<file path="src/rtl/fft_pkg.sv">
// Shared types and helpers for the FFT output serializer.
// Sign-magnitude output is enabled by defining FFT_SER_SIGNMAG_EN.
package fft_pkg;

    localparam int NPT  = 16;
    localparam int DW   = 16;
    localparam int IDXW = 4;

    typedef struct packed {
        logic [DW-1:0] re;
        logic [DW-1:0] im;
    } cplx_t;

    // Two's complement to sign-magnitude; the most negative value saturates.
    function automatic logic [DW-1:0] to_signmag(input logic [DW-1:0] v);
        logic [DW-1:0] mag;
        logic [DW-1:0] r;
        mag = -v;
        if (!v[DW-1]) begin
            r = v;
        end else if (v == {1'b1, {(DW-1){1'b0}}}) begin
            r = '1;
        end else begin
            r = {1'b1, mag[DW-2:0]};
        end
        return r;
    endfunction

endpackage

</file>
<file path="src/rtl/fft_out_serializer_bank.sv">
// One frame bank: all bins written in one cycle, one bin read by index.
// Contents are not reset; reads are only meaningful while the bank is full.
module fft_frame_bank
    import fft_pkg::*;
(
    input  logic              clk,
    input  logic              we_i,
    input  logic [NPT*DW-1:0] re_i,
    input  logic [NPT*DW-1:0] im_i,
    input  logic [IDXW-1:0]   idx_i,
    output cplx_t             rd_o
);

    cplx_t mem_q [NPT];

    // Capture a whole frame when write-enabled
    always_ff @(posedge clk) begin
        if (we_i) begin
            for (int k = 0; k < NPT; k++) begin
                mem_q[k].re <= re_i[k*DW +: DW];
                mem_q[k].im <= im_i[k*DW +: DW];
            end
        end
    end

    assign rd_o = mem_q[idx_i];

endmodule

</file>
<file path="src/rtl/fft_out_serializer.sv">
// Double-banked frame capture, streamed out one bin per beat.
// Define FFT_SER_SIGNMAG_EN for sign-magnitude beat components.
module fft_out_serializer #(
    parameter int NPT = 16,
    parameter int DW  = 16
) (
    input  logic              clk,
    input  logic              reset,
    input  logic              frame_valid,
    input  logic [NPT*DW-1:0] in_re,
    input  logic [NPT*DW-1:0] in_im,
    output logic              frame_ready,
    output logic              m_valid,
    input  logic              m_ready,
    output logic [3:0]        m_index,
    output logic [DW-1:0]     m_re,
    output logic [DW-1:0]     m_im,
    output logic              m_last,
    output logic              overflow,
    input  logic              clr_ovf
);
    import fft_pkg::*;

    logic       wr_bank_q, wr_bank_d;
    logic       rd_bank_q, rd_bank_d;
    logic [1:0] fill_q, fill_d;
    logic [3:0] rd_idx_q, rd_idx_d;
    logic       ovf_q, ovf_d;

    logic  cap, drop, xfer, rel;
    cplx_t rd0, rd1, beat;
    logic [DW-1:0] beat_re, beat_im;

    assign frame_ready = (fill_q != 2'd2);
    assign m_valid     = (fill_q != 2'd0);
    assign cap         = frame_valid && frame_ready;
    assign drop        = frame_valid && !frame_ready;
    assign xfer        = m_valid && m_ready;
    assign rel         = xfer && (rd_idx_q == 4'hF);

    fft_frame_bank u_bank0 (
        .clk   (clk),
        .we_i  (cap && !wr_bank_q),
        .re_i  (in_re),
        .im_i  (in_im),
        .idx_i (rd_idx_q),
        .rd_o  (rd0)
    );

    fft_frame_bank u_bank1 (
        .clk   (clk),
        .we_i  (cap && wr_bank_q),
        .re_i  (in_re),
        .im_i  (in_im),
        .idx_i (rd_idx_q),
        .rd_o  (rd1)
    );

    // Next-state for bank pointers, occupancy, read index and overflow
    always_comb begin
        wr_bank_d = wr_bank_q;
        rd_bank_d = rd_bank_q;
        fill_d    = fill_q;
        rd_idx_d  = rd_idx_q;
        ovf_d     = ovf_q;
        if (cap) begin
            wr_bank_d = ~wr_bank_q;
        end
        if (xfer) begin
            rd_idx_d = rd_idx_q + 4'd1;
        end
        if (rel) begin
            rd_bank_d = ~rd_bank_q;
        end
        unique case ({cap, rel})
            2'b10:   fill_d = fill_q + 2'd1;
            2'b01:   fill_d = fill_q - 2'd1;
            default: fill_d = fill_q;
        endcase
        if (drop) begin
            ovf_d = 1'b1;
        end else if (clr_ovf) begin
            ovf_d = 1'b0;
        end
    end

    // Control state register
    always_ff @(posedge clk or negedge reset) begin
        if (!reset) begin
            wr_bank_q <= 1'b0;
            rd_bank_q <= 1'b0;
            fill_q    <= 2'd0;
            rd_idx_q  <= 4'd0;
            ovf_q     <= 1'b0;
        end else begin
            wr_bank_q <= wr_bank_d;
            rd_bank_q <= rd_bank_d;
            fill_q    <= fill_d;
            rd_idx_q  <= rd_idx_d;
            ovf_q     <= ovf_d;
        end
    end

    assign beat = rd_bank_q ? rd1 : rd0;

`ifdef FFT_SER_SIGNMAG_EN
    assign beat_re = to_signmag(beat.re);
    assign beat_im = to_signmag(beat.im);
`else
    assign beat_re = beat.re;
    assign beat_im = beat.im;
`endif

    assign m_index  = rd_idx_q;
    assign m_last   = m_valid && (rd_idx_q == 4'hF);
    assign m_re     = m_valid ? beat_re : '0;
    assign m_im     = m_valid ? beat_im : '0;
    assign overflow = ovf_q;

endmodule
</file>
<file path="config.mk">
export PLATFORM = sky130hd
export DESIGN_NAME = fft_out_serializer
export DESIGN_NICKNAME = d
export VERILOG_FILES = /design/src/rtl/fft_pkg.sv /design/src/rtl/fft_out_serializer_bank.sv /design/src/rtl/fft_out_serializer.sv
export SDC_FILE = /design/constraint.sdc
export NUM_CORES = 1
export LEC_CHECK = 0
export ABC_CLOCK_PERIOD_IN_PS = 23700
export CAP_MARGIN = 40
export CORE_ASPECT_RATIO = 0.75
export CORE_MARGIN = 2
export CORE_UTILIZATION = 51
export CTS_BUF_LIST = sky130_fd_sc_hd__clkbuf_8
export DETAILED_ROUTE_END_ITERATION = 12
export GPL_TIMING_DRIVEN = 0
export PLACE_DENSITY_LB_ADDON = 0.15
export SYNTH_ARGS = -nofsm -noshare
export SYNTH_HDL_FRONTEND = slang
export SYNTH_SLANG_ARGS = --single-unit
</file>
<file path="constraint.sdc">
create_clock -name clk -period 23.7 [get_ports clk]
set_input_delay 4.74 -clock clk [delete_from_list [all_inputs] [get_ports clk]]
set_output_delay 4.74 -clock clk [all_outputs]
set_load 0.02 [all_outputs]
</file>
Yosys cells after proc, flatten, opt, wreduce, memory -nomap -nowiden
Memories as Yosys holds them, arrays and structs flattened.
Cells that the tools add are included.
{ "totals": {"ff_bits": 9, "memories": 2, "mem_bits_rw": 1024, "input_bits": 517, "word_cells": 38, "output_inout_bits": 40} }
{ "classes": {"reduce_logical": 12, "bitwise": 2, "n_mux": 10, "n_eq_ne": 4, "addsub": 3} }
{ "mem_list": {"columns": ["name", "depth", "word_bits", "read_ports", "rd_clocked_by_memory_dff", "wr", "line", "source"], "rows": [
  ["u_bank0.mem_q", 16, 32, 1, 0, 16, "fft_out_serializer_bank.sv:14", "cplx_t mem_q [NPT];"],
  ["u_bank1.mem_q", 16, 32, 1, 0, 16, "fft_out_serializer_bank.sv:14", null]
]} }
{ "ops": {"columns": ["operator", "count"], "rows": [
  ["16-bit 2-to-1 mux", 2],
  ["32-bit 2-to-1 mux", 1],
  ["1-bit logical AND", 7],
  ["1-bit 2-to-1 mux", 6],
  ["2-bit nonzero test", 3],
  ["4-bit by 1-bit adder with 4-bit output (second input constant)", 1],
  ["4-bit equality test (second input constant)", 1],
  ["2-bit case mux with 2 select lines", 1],
  ["2-bit by 1-bit adder with 2-bit output (second input constant)", 1],
  ["2-bit by 1-bit equality test with 1-bit output (second input constant)", 1],
  ["2-bit equality test (second input constant)", 1],
  ["1-bit zero test", 2],
  ["2-bit != test (second input constant)", 1],
  ["1-bit inverter", 2],
  ["2-bit by 1-bit subtractor with 2-bit output (second input constant)", 1]
]} }

Depth between registers and ports, before layout
{ "depth": {"ltp_word": 5, "mapped_depth": 10, "ltp_nobuf": 8} }

Cells and area by module
Synthesis repeated with hierarchy kept, for this count alone.
{ "unflattened": {"hier_cells": 1674, "area_unflattened_um2": 39106.3} }
{ "modules_own_cells": {"columns": ["module", "seq_area_each_um2", "area_each_um2", "n_inst", "cells_each"], "rows": [
  ["fft_frame_bank", 15374.7, 19103.3, 2, 783],
  ["fft_out_serializer", 225.2, 899.6, 1, 108]
]} }

Least setup slack after synthesis
OpenSTA, ideal clock, no wires.
{ "synth_path": {"path_kind": "input port to flip-flop", "startpoint": "input frame_valid", "endpoint": "memory u_bank0.mem_q[0][0] in the netlist's numbering, enable pin", "setup_time_ns": 1.401, "stages": 2, "arrival_time_ns": 26.013, "required_time_ns": 22.299, "path_slack_ns": -3.714, "path_buffers": 0, "path_cell_list": "nand2_1 nor2_1"} }
{ "synth_lines": {"columns": ["item", "line", "source"], "rows": [
  ["start: declaration", "fft_out_serializer.sv:9", "input logic frame_valid,"],
  ["end: declaration", "fft_out_serializer_bank.sv:14", null]
]} }

Worst setup path after layout
{ "layout_path": {"startpoint": "register rd_idx_q[1] (netlist: m_index[1])", "endpoint": "output m_im[11]"} }
{ "layout_via": {"elab_chain_cells": 3, "elab_cells_between_ends": 4, "classes_between": "mux (2); memory (2)"} }
{ "layout_rtl": {"columns": ["item", "line", "source"], "rows": [
  ["start: declaration", "fft_out_serializer.sv:27", "logic [3:0] rd_idx_q, rd_idx_d;"],
  ["start signal: assignment", "fft_out_serializer.sv:99", "rd_idx_q <= rd_idx_d;"],
  ["memory read 16 x 32 bit", null, null],
  ["32-bit 2-to-1 mux *", "fft_out_serializer.sv:104", "assign beat = rd_bank_q ? rd1 : rd0;"],
  ["16-bit 2-to-1 mux *", "fft_out_serializer.sv:117", "assign m_im = m_valid ? beat_im : '0;"],
  ["end: declaration", "fft_out_serializer.sv:17", "output logic [DW-1:0] m_im,"]
]} }
Every way passes the cells marked *; elsewhere a longest branch is shown, timed or not.

==> impl_results.md <==
* Crit share post-route at 39.6%
* DRC viols at 0
* GR Util met1 at 36.8%
* Clk slew on worst S/H paths at 0.07 ns
* Layout overhead on the synthesized area at 27.5%
* Cell with the most instances after synthesis: edfxtp_1
* Hold bufs inserted after CTS at 0
* Top post-synthesis cells by count: edfxtp_1, mux4_2, mux2i_1
* Synth top area share at 78.3%
* Htree depth at 4
* Rows at 88
* Initial antenna violation count at 59
* Critical path buffer and inverter count at 5
* Ys Warns at 0
* Via count at 21,300
* Dominant cells by area after synthesis: edfxtp_1, mux4_2, mux2i_1
* Initial core utilization at 51.3%
* Mapped Area at 39,200 um2
* CP Launch Type: flop
* RSZ-0062 raised after global routing: false
* Crit. Startpoint: m_index[1]$_DFFE_PN0P_
* Synthesized instance count at 1,716
* Power Density at 125 nW/um2
* Most used DFF post-synth: edfxtp_1
* CP max-delay cell: clkbuf_1
* Crit-path cells: buf_4 > nor2_2 > clkbuf_1 > buf_8 > clkbuf_1 > a22oi_1 > a211oi_1 > clkdlybuf4s50_1
* Slowest Stage Delay on Critical Path at 0.69 ns
* CTS Buf Count at 155
* Max IR drop VDD at 0.0568 mV
* R2r startpoint: fill_q[0]$_DFFE_PN0P_
* Vias per cell at 5.81
* WS Path Type: reg2out
* Critical path's top delay family: buffers and inverters
* Dpl hpwl at 79,900 um
* Class of the worst hold path: reg2reg
* 1st-iter DRT viols at 2,245
* Fin. max-slew vios at 0
* Worst slew pin tran at 0.951 ns
* Remaining antenna violation count after routing at 0
* Core Footprint at 76,500 um2
* Crit path capture type: output port
* Most frequent CP cell: clkbuf_1
* Max-cap violations at 0
* TritonRoute pass-1 iters at 5
* Outcome: finished clean
* Final cell count without fillers at 3,672
* Post-synth top area cell: edfxtp_1
* Clk sink count at 1,033
* Sw Share at 33.6%
* Internal power at 4.14 mW
* Combinational power share at 37.1%
* Final hold violations at 0
* IO Port Bufs at 556
* First-pass GRT wire length at 154,000 um
* Skew-Pair Late Insertion Delay at 0.81 ns
* Mean Syn Cell Area at 22.9 um2
* Routed WL per cell at 30.0 um
* # setup viols final at 0
* Worst EP arrival at 4.65 ns
* Post-synthesis sequential area ratio at 78.9%
* Height of the die at 244 um
* Sw power at 2.10 mW
* Die X-Extent at 324 um
* Largest net degree at the start of global routing at 67
* Met2 Track Usage GR at 42.4%
* Met3 GRT Util at 9.73%
* Max FO, Critical Path at 10
* TNS Setup at 0 ns
* Post-cts resize count at 0
* EDFF count, synth at 1,024
* Nets at 3,004
* Static Leak at 16.7 nW
* Clock power frac at 21.4%
* Vias in the first global route at 22,300
* Setup Skew at 0.0256 ns
* CTS tree: built
* Fmax at 107 MHz
* Post-synth ARST share at 0.871%
* Hold_sp: fill_q[1]$_DFFE_PN0P_
* Post-CTS setup buffers at 0
* Maximum clock path buffer count at 3
* Yosys cell types at 34
* DRT Wirelength at 110,000 um
* Share of cells above drive strength 1 at 19.4%
* IO Pins at 557
* GRT Total Usage at 27.8%
* Placed cell count at 3,362
* Grt peak-use layer: met2
* Fin crit period at 9.39 ns
* Syn Nets at 2,235
* Seq pwr share at 41.5%
* GPL Wtd Cong at 0.844
* Worst Path Required at 18.96 ns
* Flops & latches, synth at 1,033
* Die ar. at 79,200 um2
* Root buffer cell: clkbuf_8
* Grt ovf at 0
* Slew HR at 36.6%
path summary, 6_finish.rpt:
path	slack (ns)	depth (start not counted)	end
worst max-delay path	14.31	8	m_im[11]
worst min-delay path	0.53	1	fill_q[1]$_DFFE_PN0P_
worst max register to register	20.53	9	u_bank0.mem_q[3][28]$_DFFE_PP_
worst min register to register	0.53	1	fill_q[1]$_DFFE_PN0P_
max in group asynchronous	18.97	1	wr_bank_q$_DFFE_PN0P_
min in group asynchronous	4.31	1	overflow$_DFFE_PN0P_
power by group through the flow:
stage          sequential [mW]  clock [mW]  combinational, mW
2_1_floorplan             2.85           0               1.30
3_3_place_gp              2.99           0               2.14
3_5_place_dp              2.62           0               2.32
4_1_cts                   2.59        1.36               2.32
5_1_grt                   2.62        1.44               2.43
6_report                  2.59        1.33               2.31
state kept, by name, indices dropped and copies added (netlist names):
| name | flops |
|---|---|
| fill_q | 2 |
| u_bank1.mem_q | 512 |
| rd_bank_q | 1 |
| overflow | 1 |
| m_index | 4 |
| wr_bank_q | 1 |
| u_bank0.mem_q | 512 |
layout make-up:
type,instances,area [um2]
diodes,34,85.1
plain buffers,103,621
clock buffers,162,2230
clock inverters,113,557
fillers,5112,26500
inverters,3,11.3
multi-input cells,577,7650
flip-flops and latches,1033,31000
well taps,1035,1290
repair buffers,612,6610
per-stage QoR:
stage	util (%)	worst slack [ns]	power (mW)	cell area [um2]	hold slack, ns
global route	65.3	14.23	6.49	50000	0.551
floorplan	-	4.98	4.15	39200	0.465
CTS	65.3	14.30	6.27	49900	0.529
global placement	60.3	-1.67	5.13	46100	0.482
finish	65.4	14.31	6.23	50000	0.530
detailed placement	61.6	15.20	4.94	47200	0.521
cells by family after synthesis:
family	Yosys count	share of synthesized area, %
buffers and inverters	106	1.61
and+or+nand+nor	21	0.274
adders and majority gates	2	0.0638
AOI/OAI and AO/OA	221	4.54
DFF	1033	78.9
muxes	325	14.4
xor gates and xnor gates	8	0.179
worst reg2reg max path, cell delays in order (launching register included):
cell      delay, ns
dfrtp_1        0.42
nand2b_1       0.27
nand2_1        0.20
nor2_4         0.62
buf_16         0.25
buf_12         0.22
buf_12         0.22
buf_16         0.21
buf_12         0.21
buf_12         0.22
metal layers:
metal,vias up,routed length (um)
li1,9022,-
met1,10900,43400
met2,1139,51800
met3,227,11200
met4,50,3370
met5,-,298
placed cells by master (no fill, tap or decap), types with 3 or more instances in the layout:
cell,synthesis,layout
buf_8,0,16
xor2_1,3,3
a21oi_1,31,31
a2111oi_2,19,19
inv_1,3,52
clkbuf_8,0,162
clkinvlp_4,0,5
buf_12,1,17
bufinv_16,0,3
mux4_2,192,192
diode_2,0,34
buf_2,12,12
a22oi_1,31,31
mux2i_1,132,132
clkbuf_1,55,55
buf_1,3,3
buf_4,10,10
xnor2_1,5,5
a22o_1,31,31
buf_16,0,13
edfxtp_1,1024,1024
clkinv_2,0,16
nor2_1,6,5
buf_6,22,33
a2111oi_0,12,12
a211oi_1,31,31
nand3_1,5,5
inv_6,0,3
o221ai_1,31,31
clkdlybuf4s50_1,0,556
clkinv_1,0,37
dfrtp_1,9,9
o22ai_1,33,33
Note: power is estimated with default switching activity, not from simulation.
